`src/rtl/sequenciador_medidas_hcsr04.sv`:
```
`timescale 1ns/1ps
`default_nettype none
// +------------------------------------------------------------------------+
// | sequenciador_medidas_hcsr04: periodic HC-SR04 measurement scheduler    |
// | Rev 1.0                                                                |
// +------------------------------------------------------------------------+
module sequenciador_medidas_hcsr04 #(
   parameter int PERIODO = 25_000_000,
   parameter int TIMEOUT = 2_000_000
) (
   input  logic        clock,
   input  logic        reset,
   input  logic        ligar,
   input  logic        pronto_interface,
   input  logic [11:0] medida_interface,
   output logic        medir,
   output logic        reset_interface,
   output logic [11:0] medida,
   output logic        nova_medida,
   output logic        falha,
   output logic [3:0]  contagem_falhas,
   output logic [3:0]  db_estado
);

   localparam int            PW      = $clog2(PERIODO);
   localparam int            TW      = $clog2(TIMEOUT);
   localparam logic [PW-1:0] PER_MAX = PW'(PERIODO - 1);
   localparam logic [TW-1:0] TMO_MAX = TW'(TIMEOUT - 1);
   localparam logic [TW-1:0] TMO_ARM = TW'(2);

   typedef enum logic [3:0] {
      INICIAL  = 4'h0,
      DISPARA  = 4'h1,
      AGUARDA  = 4'h2,
      REGISTRA = 4'h3,
      ESPERA   = 4'h4,
      FALHA    = 4'hE
   } estado_t;

   estado_t       estado_q, estado_d;
   logic [PW-1:0] per_q, per_d;
   logic [TW-1:0] tmo_q, tmo_d;
   logic [11:0]   medida_q, medida_d;
   logic          falha_q, falha_d;
   logic [3:0]    falhas_q, falhas_d;

   always_ff @(posedge clock or negedge reset) begin
      if (!reset) begin
         estado_q <= INICIAL;
         per_q    <= '0;
         tmo_q    <= '0;
         medida_q <= 12'h000;
         falha_q  <= 1'b0;
         falhas_q <= 4'h0;
      end else begin
         estado_q <= estado_d;
         per_q    <= per_d;
         tmo_q    <= tmo_d;
         medida_q <= medida_d;
         falha_q  <= falha_d;
         falhas_q <= falhas_d;
      end
   end

   always_comb begin
      estado_d = estado_q;
      case (estado_q)
         INICIAL:  if (ligar) estado_d = DISPARA;
         DISPARA:  estado_d = AGUARDA;
         // The first two AGUARDA cycles still see the previous measurement's pronto level
         AGUARDA: begin
            if (tmo_q >= TMO_ARM) begin
               if (pronto_interface)      estado_d = REGISTRA;
               else if (tmo_q == TMO_MAX) estado_d = FALHA;
            end
         end
         REGISTRA: estado_d = ESPERA;
         FALHA:    estado_d = ESPERA;
         ESPERA: begin
            if (!ligar)                estado_d = INICIAL;
            else if (per_q == PER_MAX) estado_d = DISPARA;
         end
         default:  estado_d = INICIAL;
      endcase
   end

   always_comb begin
      tmo_d    = tmo_q;
      medida_d = medida_q;
      falha_d  = falha_q;
      falhas_d = falhas_q;
      per_d    = (per_q == PER_MAX) ? per_q : per_q + PW'(1);
      // Clearing on entry makes the counter read 0 during DISPARA, giving an exact PERIODO spacing
      if (estado_d == DISPARA) per_d = '0;
      case (estado_q)
         DISPARA:  tmo_d = '0;
         AGUARDA:  if (tmo_q != TMO_MAX) tmo_d = tmo_q + TW'(1);
         REGISTRA: begin
            medida_d = medida_interface;
            falha_d  = 1'b0;
         end
         FALHA: begin
            falha_d = 1'b1;
            if (falhas_q != 4'hF) falhas_d = falhas_q + 4'd1;
         end
         default: ;
      endcase
   end

   assign medir           = (estado_q == DISPARA);
   assign reset_interface = (estado_q == FALHA);
   assign nova_medida     = (estado_q == REGISTRA);
   assign medida          = medida_q;
   assign falha           = falha_q;
   assign contagem_falhas = falhas_q;
   assign db_estado       = estado_q;

endmodule
`default_nettype wire

```
`config.mk`:
```
export PLATFORM = sky130hd
export DESIGN_NAME = sequenciador_medidas_hcsr04
export DESIGN_NICKNAME = d
export VERILOG_FILES = /design/src/rtl/sequenciador_medidas_hcsr04.sv
export SDC_FILE = /design/constraint.sdc
export NUM_CORES = 1
export LEC_CHECK = 0
export CORE_MARGIN = 1.5
export CORE_UTILIZATION = 40
export CTS_BUF_LIST = sky130_fd_sc_hd__clkbuf_16
export CTS_CLUSTER_DIAMETER = 150
export DETAILED_ROUTE_END_ITERATION = 10
export SYNTH_ARGS = -nofsm -noshare
export SYNTH_HDL_FRONTEND = slang
export SYNTH_SLANG_ARGS = --single-unit
```
`constraint.sdc`:
```
create_clock -name clock -period 3.2 [get_ports clock]
set_input_delay 0.8 -clock clock [delete_from_list [all_inputs] [get_ports clock]]
set_output_delay 0.8 -clock clock [all_outputs]
set_load 0.01 [all_outputs]
```
## Word level (Yosys, flattened, before mapping)

Index checks and enable logic that the tools add are counted.

| cells by class | value |
|---|---|
| add/sub/neg operators | 3 |
| magnitude comparators | 1 |
| equality and inequality tests | 12 |
| muxes and demuxes | 12 |
| reduce and logical (&&, ||, !) cells | 6 |

Operators with widths:

| kind | number |
|---|---|
| $mux W25 | 2 |
| $pmux W21 S2 | 1 |
| $add A25 B1 Y25 const B | 1 |
| $eq A25 B25 Y1 const B | 1 |
| $mux W4 | 6 |
| $add A21 B1 Y21 const B | 1 |
| $eq A21 B21 Y1 const B | 1 |
| $ge A21 B2 Y1 const B | 1 |
| $mux W21 | 1 |
| $ne A21 B21 Y1 const B | 1 |
| $pmux W4 S5 | 1 |
| $eq A4 B1 Y1 const B | 2 |
| $eq A4 B2 Y1 const B | 2 |
| $add A4 B1 Y4 const B | 1 |
| $eq A4 B3 Y1 const B | 1 |
| $eq A4 B4 Y1 const B | 1 |
| $logic_not A4 Y1 | 1 |
| $ne A4 B4 Y1 const B | 1 |
| $reduce_and A2 Y1 | 2 |
| $reduce_bool A2 Y1 | 2 |
| $ne A2 B1 Y1 const B | 1 |
| $ne A2 B2 Y1 const B | 1 |
| $pmux W1 S2 | 1 |
| $reduce_or A2 Y1 | 1 |

| word-level totals | value |
|---|---|
| register bits after elaboration | 67 |
| output and inout port bits | 24 |
| word-level logic and storage cells | 40 |

## Depth between registers and ports, before layout

| logic depth | value |
|---|---|
| depth after elaboration | 7 |
| gate-level depth with buffers | 7 |
| depth with buffers taken out | 6 |

## Least setup slack after synthesis

Ideal clock, no wire load.

| timing | value |
|---|---|
| path type | register to output |
| start | register estado_q[2], in the netlist db_estado[2] |
| end | output port nova_medida |
| arrival | 1.385 ns |
| setup slack | 1.015 ns |
| stages on the path, launching flop included | 5 |
| path buffers | 2 |
| cell sequence | dfrtp_1 > nor2_1 > and3_1 > clkbuf_1 > clkbuf_1 |

| between the ends | value |
|---|---|
| cells in the longest elaborated chain, start to end | 1 |

RTL lines:

| item | RTL line | RTL |
|---|---|---|
| start: declaration | 40 | `estado_t estado_q, estado_d;` |
| start signal: assignment | 56 | `estado_q <= estado_d;` |
| $eq A4 B2 Y1 | 112 | `assign nova_medida = (estado_q == REGISTRA);` |
| end: declaration | 19 | `output logic nova_medida,` |

No other way between the ends.

## Final worst setup path

| timing | value |
|---|---|
| start | register estado_q[0], in the netlist db_estado[0] |
| end | output port reset_interface |

| between the ends | value |
|---|---|
| cells in the longest elaborated chain, start to end | 1 |

RTL lines:

| item | RTL line | RTL |
|---|---|---|
| $eq A4 B4 Y1 | 111 | `assign reset_interface = (estado_q == FALHA);` |
| end: declaration | 17 | `output logic reset_interface,` |

No other way between the ends.

==> results.txt <==
- The worst register-to-register path has a setup slack of between 0.8 and 0.9 ns.
- Library cell used as clock root buffer: clkbuf_16
- After synthesis the cells add up to 0.00361 sq mm.
* Effective utilization at floorplan: 0.414
* Final worst path period share: 0.828
- Cell variety after synth: 49
- For this run, the register share of the synthesized area comes to 0.464.
* Transition time of the tightest slew-check pin: 0.551 ns
- Data required, critical path: approximately 2.4 ns
- Across the routed clock network, the largest skew measured is between 0.006 and 0.007 ns.
- Skew-Pair Late Insertion Delay: 0.33 ns
- After synthesis the netlist holds a flip-flop and latch count of 67.
- STA puts the critical path data arrival time at between 1.5 and 2 ns.
- Across all layers, the routed design uses 3049 vias.
* Remaining antenna violation count: 0
* Number of inserted diodes: 0
- Class of the worst hold path: in2async
* Post-CTS setup buffers: 0
- Setup TNS after final layout: 0 ns
* Number of H-tree branching levels: 3
- Measured against its own limit, the worst slew margin works out to 0.632.
* Antenna violations before repair: 0
* Met3 Usage GRT: 0.0408
- Post-layout nets: between 400 and 500
- For met2 alone, demand over resource in global routing was 0.279.
- Entering global routing, the biggest net connects 58 pins.
- The number of nets in the synthesized netlist is 380.
* Top-area cell type share of the netlist area: 0.464
- Max-cap violations in this run came to 0.
- Number of placement rows: 34
- Routability-driven placement congestion ratio: 0.797
- Crit path from: db_estado[0]
* Yosys top cell by area: dfrtp_1
- Of the total power, the share spent switching nets is 0.299.
- Growth of design area from synthesis to finish: 22.3%
- Once the clock tree was built, the resizer swapped 0 gates to a different size.
- In this run the most used layer during global routing was met2.
- Synthesis produced 360 cells.
- Worst-case clock buffer depth: 2
- Final Max Tran Viols: 0
- Chip Width: approximately 100 microns
- Worst reg-to-reg path cell count: 5
- Floorplan die area: 0.00961 sq mm
- Summed over all cells, the static leakage comes to 1.76 nW.
- Share of post-route cells with drive strength above 1: 0.114
* Clock-pin slew on the worst setup and hold paths: approximately 0.06 ns
- Across the VDD grid, the largest voltage drop is between 0.3 and 0.4 mV.
- Number of hold buffers added after CTS: 0
- Detailed placement HPWL: between 5000 and 6000 microns
- For this design the ratio of total power to cell area is between 600 and 700 mW/mm^2.
- DRT Wirelength: 8380 microns
- Clock tree sinks: 67
- Final hold vios: 0
- Averaged over all synthesized cells, the footprint is roughly 10 sq um.
- Routed length per placed instance: ~16 microns
- The worst setup path is launched from a flip-flop.
* Critical Path Fanout Max: 8
* TritonCTS clock tree: done
- The most used flip-flop cell after synthesis is dfrtp_1.
- Cell internal power was estimated by the tool at ~0.0021 W.
- By area the synthesized netlist is led by dfrtp_1, mux2_2, a21oi_1.
- Final setup violating endpoints: 0
- TritonCTS created 9 clock buffers.
- The worst setup path is of the reg2out kind.
- 1st-iter DRT viols: between 150 and 200
- Of all flip-flops after synthesis, the portion carrying an async set or reset was 1.00.
- In the global route stage, met1 resource usage came out at 0.266.
* Source of the worst register-to-register timing path: per_q[0]
* IO Pins: 40
* Pwr Total: ~0.003 W
- Derived from the worst setup path, the maximum achievable clock frequency is between 0.3 and 0.4 GHz.
- Unrepaired setup endpoints after global routing: false
- Total gr overflow: 0
* Number of DRC violations after detailed routing: 0
- Pre-Repair DR Iteration Count: 4
- Relative contribution of sequential cells to total power: 0.376
* Power share of the clock group: 0.347
- The Yosys step of the flow raised 0 warnings.
- The number of global-route vias before repair was 3002.
- Vertical die dimension: 98.0 microns
* Vias per cell: 5.98
- The share of total power dissipated in combinational logic is 0.276.
- Core area: roughly 0.0087 sq mm
* Outcome: finished clean
- Port Buffers: 39
- In this run the power spent charging and discharging nets is between 0.0008 and 0.0009 W.
- The most critical setup path has its endpoint at reset_interface.
- Post-synth EDFFs: 0
* Total routing usage reported by global routing: 0.188
* Worst Setup End Kind: primary output
- In this run the critical register-to-register path is captured at per_q[20].
- The worst path needs 2.65 ns of the cycle, external delays included.
- The first global-routing pass estimated ~15000 microns of wire.
==> synthesized netlist by cell type (5+ instances only) <==
cell type,count
a21oi_1,29
a22oi_1,7
and3_1,5
and4_1,11
clkbuf_1,11
dfrtp_1,67
inv_1,10
mux2_2,13
mux2i_1,7
nand2_1,24
nand3_1,17
nand4_1,16
nor2_1,7
nor3_1,7
nor4_1,11
nor4b_1,5
o21ai_0,13
o31ai_1,11
or2_2,5
or3_1,9
or4_1,14
xnor2_1,9
==> kinds of logic after synthesis <==
kind of cell    synth area share
simple gates               0.255
compound gates             0.151
flops                      0.464
buf+inv                   0.0347
mux                       0.0599
xor+xnor                  0.0218
fa+ha+maj                 0.0139
==> routing by layer <==
layer / up-vias / wire, microns / part of all wire
met3: 8 / 403 / 0.048
met4: 0 / 80 / 0.0095
met1: 1510 / 4090 / 0.49
met5: - / 0 / 0
met2: 69 / 3810 / 0.45
li1: 1462 / - / -
==> worst max-delay path, cell delays in order (launching register included) <==
cell and delay (ns):
dfrtp_1 0.47, and4b_1 0.46, clkdlybuf4s50_1 0.60
==> state kept, by name (all words and copies together) (netlist names) <==
name	count
per_q	25
tmo_q	21
medida	12
contagem_falhas	4
db_estado	4
falha	1
==> power groups by stage <==
stage	combinational, W	sequential [W]	clock, W
after floorplan	0.000425	0.00115	0
after global routing	0.000905	0.00114	0.00109
final	0.000821	0.00112	0.00103
after CTS	0.000829	0.00112	0.00106
after global placement	0.000819	0.00112	0
after detailed placement	0.000825	0.00113	0
==> through the flow <==
| stage | util | hold slack, ns | cell area [sq um] | worst slack, ns | cells |
|---|---|---|---|---|---|
| final | 0.506 | 0.354 | 4420 | 0.549 | 510 |
| after detailed placement | 0.471 | 0.495 | 4110 | 0.816 | 494 |
| after global placement | 0.471 | 0.488 | 4110 | 0.891 | 494 |
| after floorplan | - | 0.487 | 3610 | 1.01 | 360 |
| after CTS | 0.506 | 0.359 | 4420 | 0.533 | 510 |
| after global routing | 0.506 | 0.361 | 4420 | 0.425 | 510 |
==> area by class of cell <==
type,count,area (sq um)
fill,773,4300
multi-input combinational,264,1820
inverter,10,37.5
sequential,67,1680
tap,108,135
clock inverter,7,83.8
timing repair buffer,45,443
clock buffer,9,225
==> worst min path at each step <==
stage | from | to | slack [ns] | depth (start not counted)
5_1_grt | reset | per_q[11] | 0.36 | 1
4_1_cts | reset | per_q[11] | 0.36 | 1
6_report | reset | per_q[11] | 0.35 | 1
3_5_place_dp | medida[7] | medida[7] | 0.50 | 1
3_3_place_gp | medida[6] | medida[6] | 0.49 | 1
2_1_floorplan | tmo_q[20] | tmo_q[20] | 0.49 | 1
==> layout by cell type, fill, tap and decap left out, types with 12 or more instances in the layout <==
cell,instances
clkdlybuf4s50_1,38
mux2_2,13
dfrtp_1,67
or4_1,14
nand3_1,17
a21oi_1,29
nand4_1,16
nand2_1,24
o21ai_0,12
No activity file was read; power rests on OpenSTA's default activity.
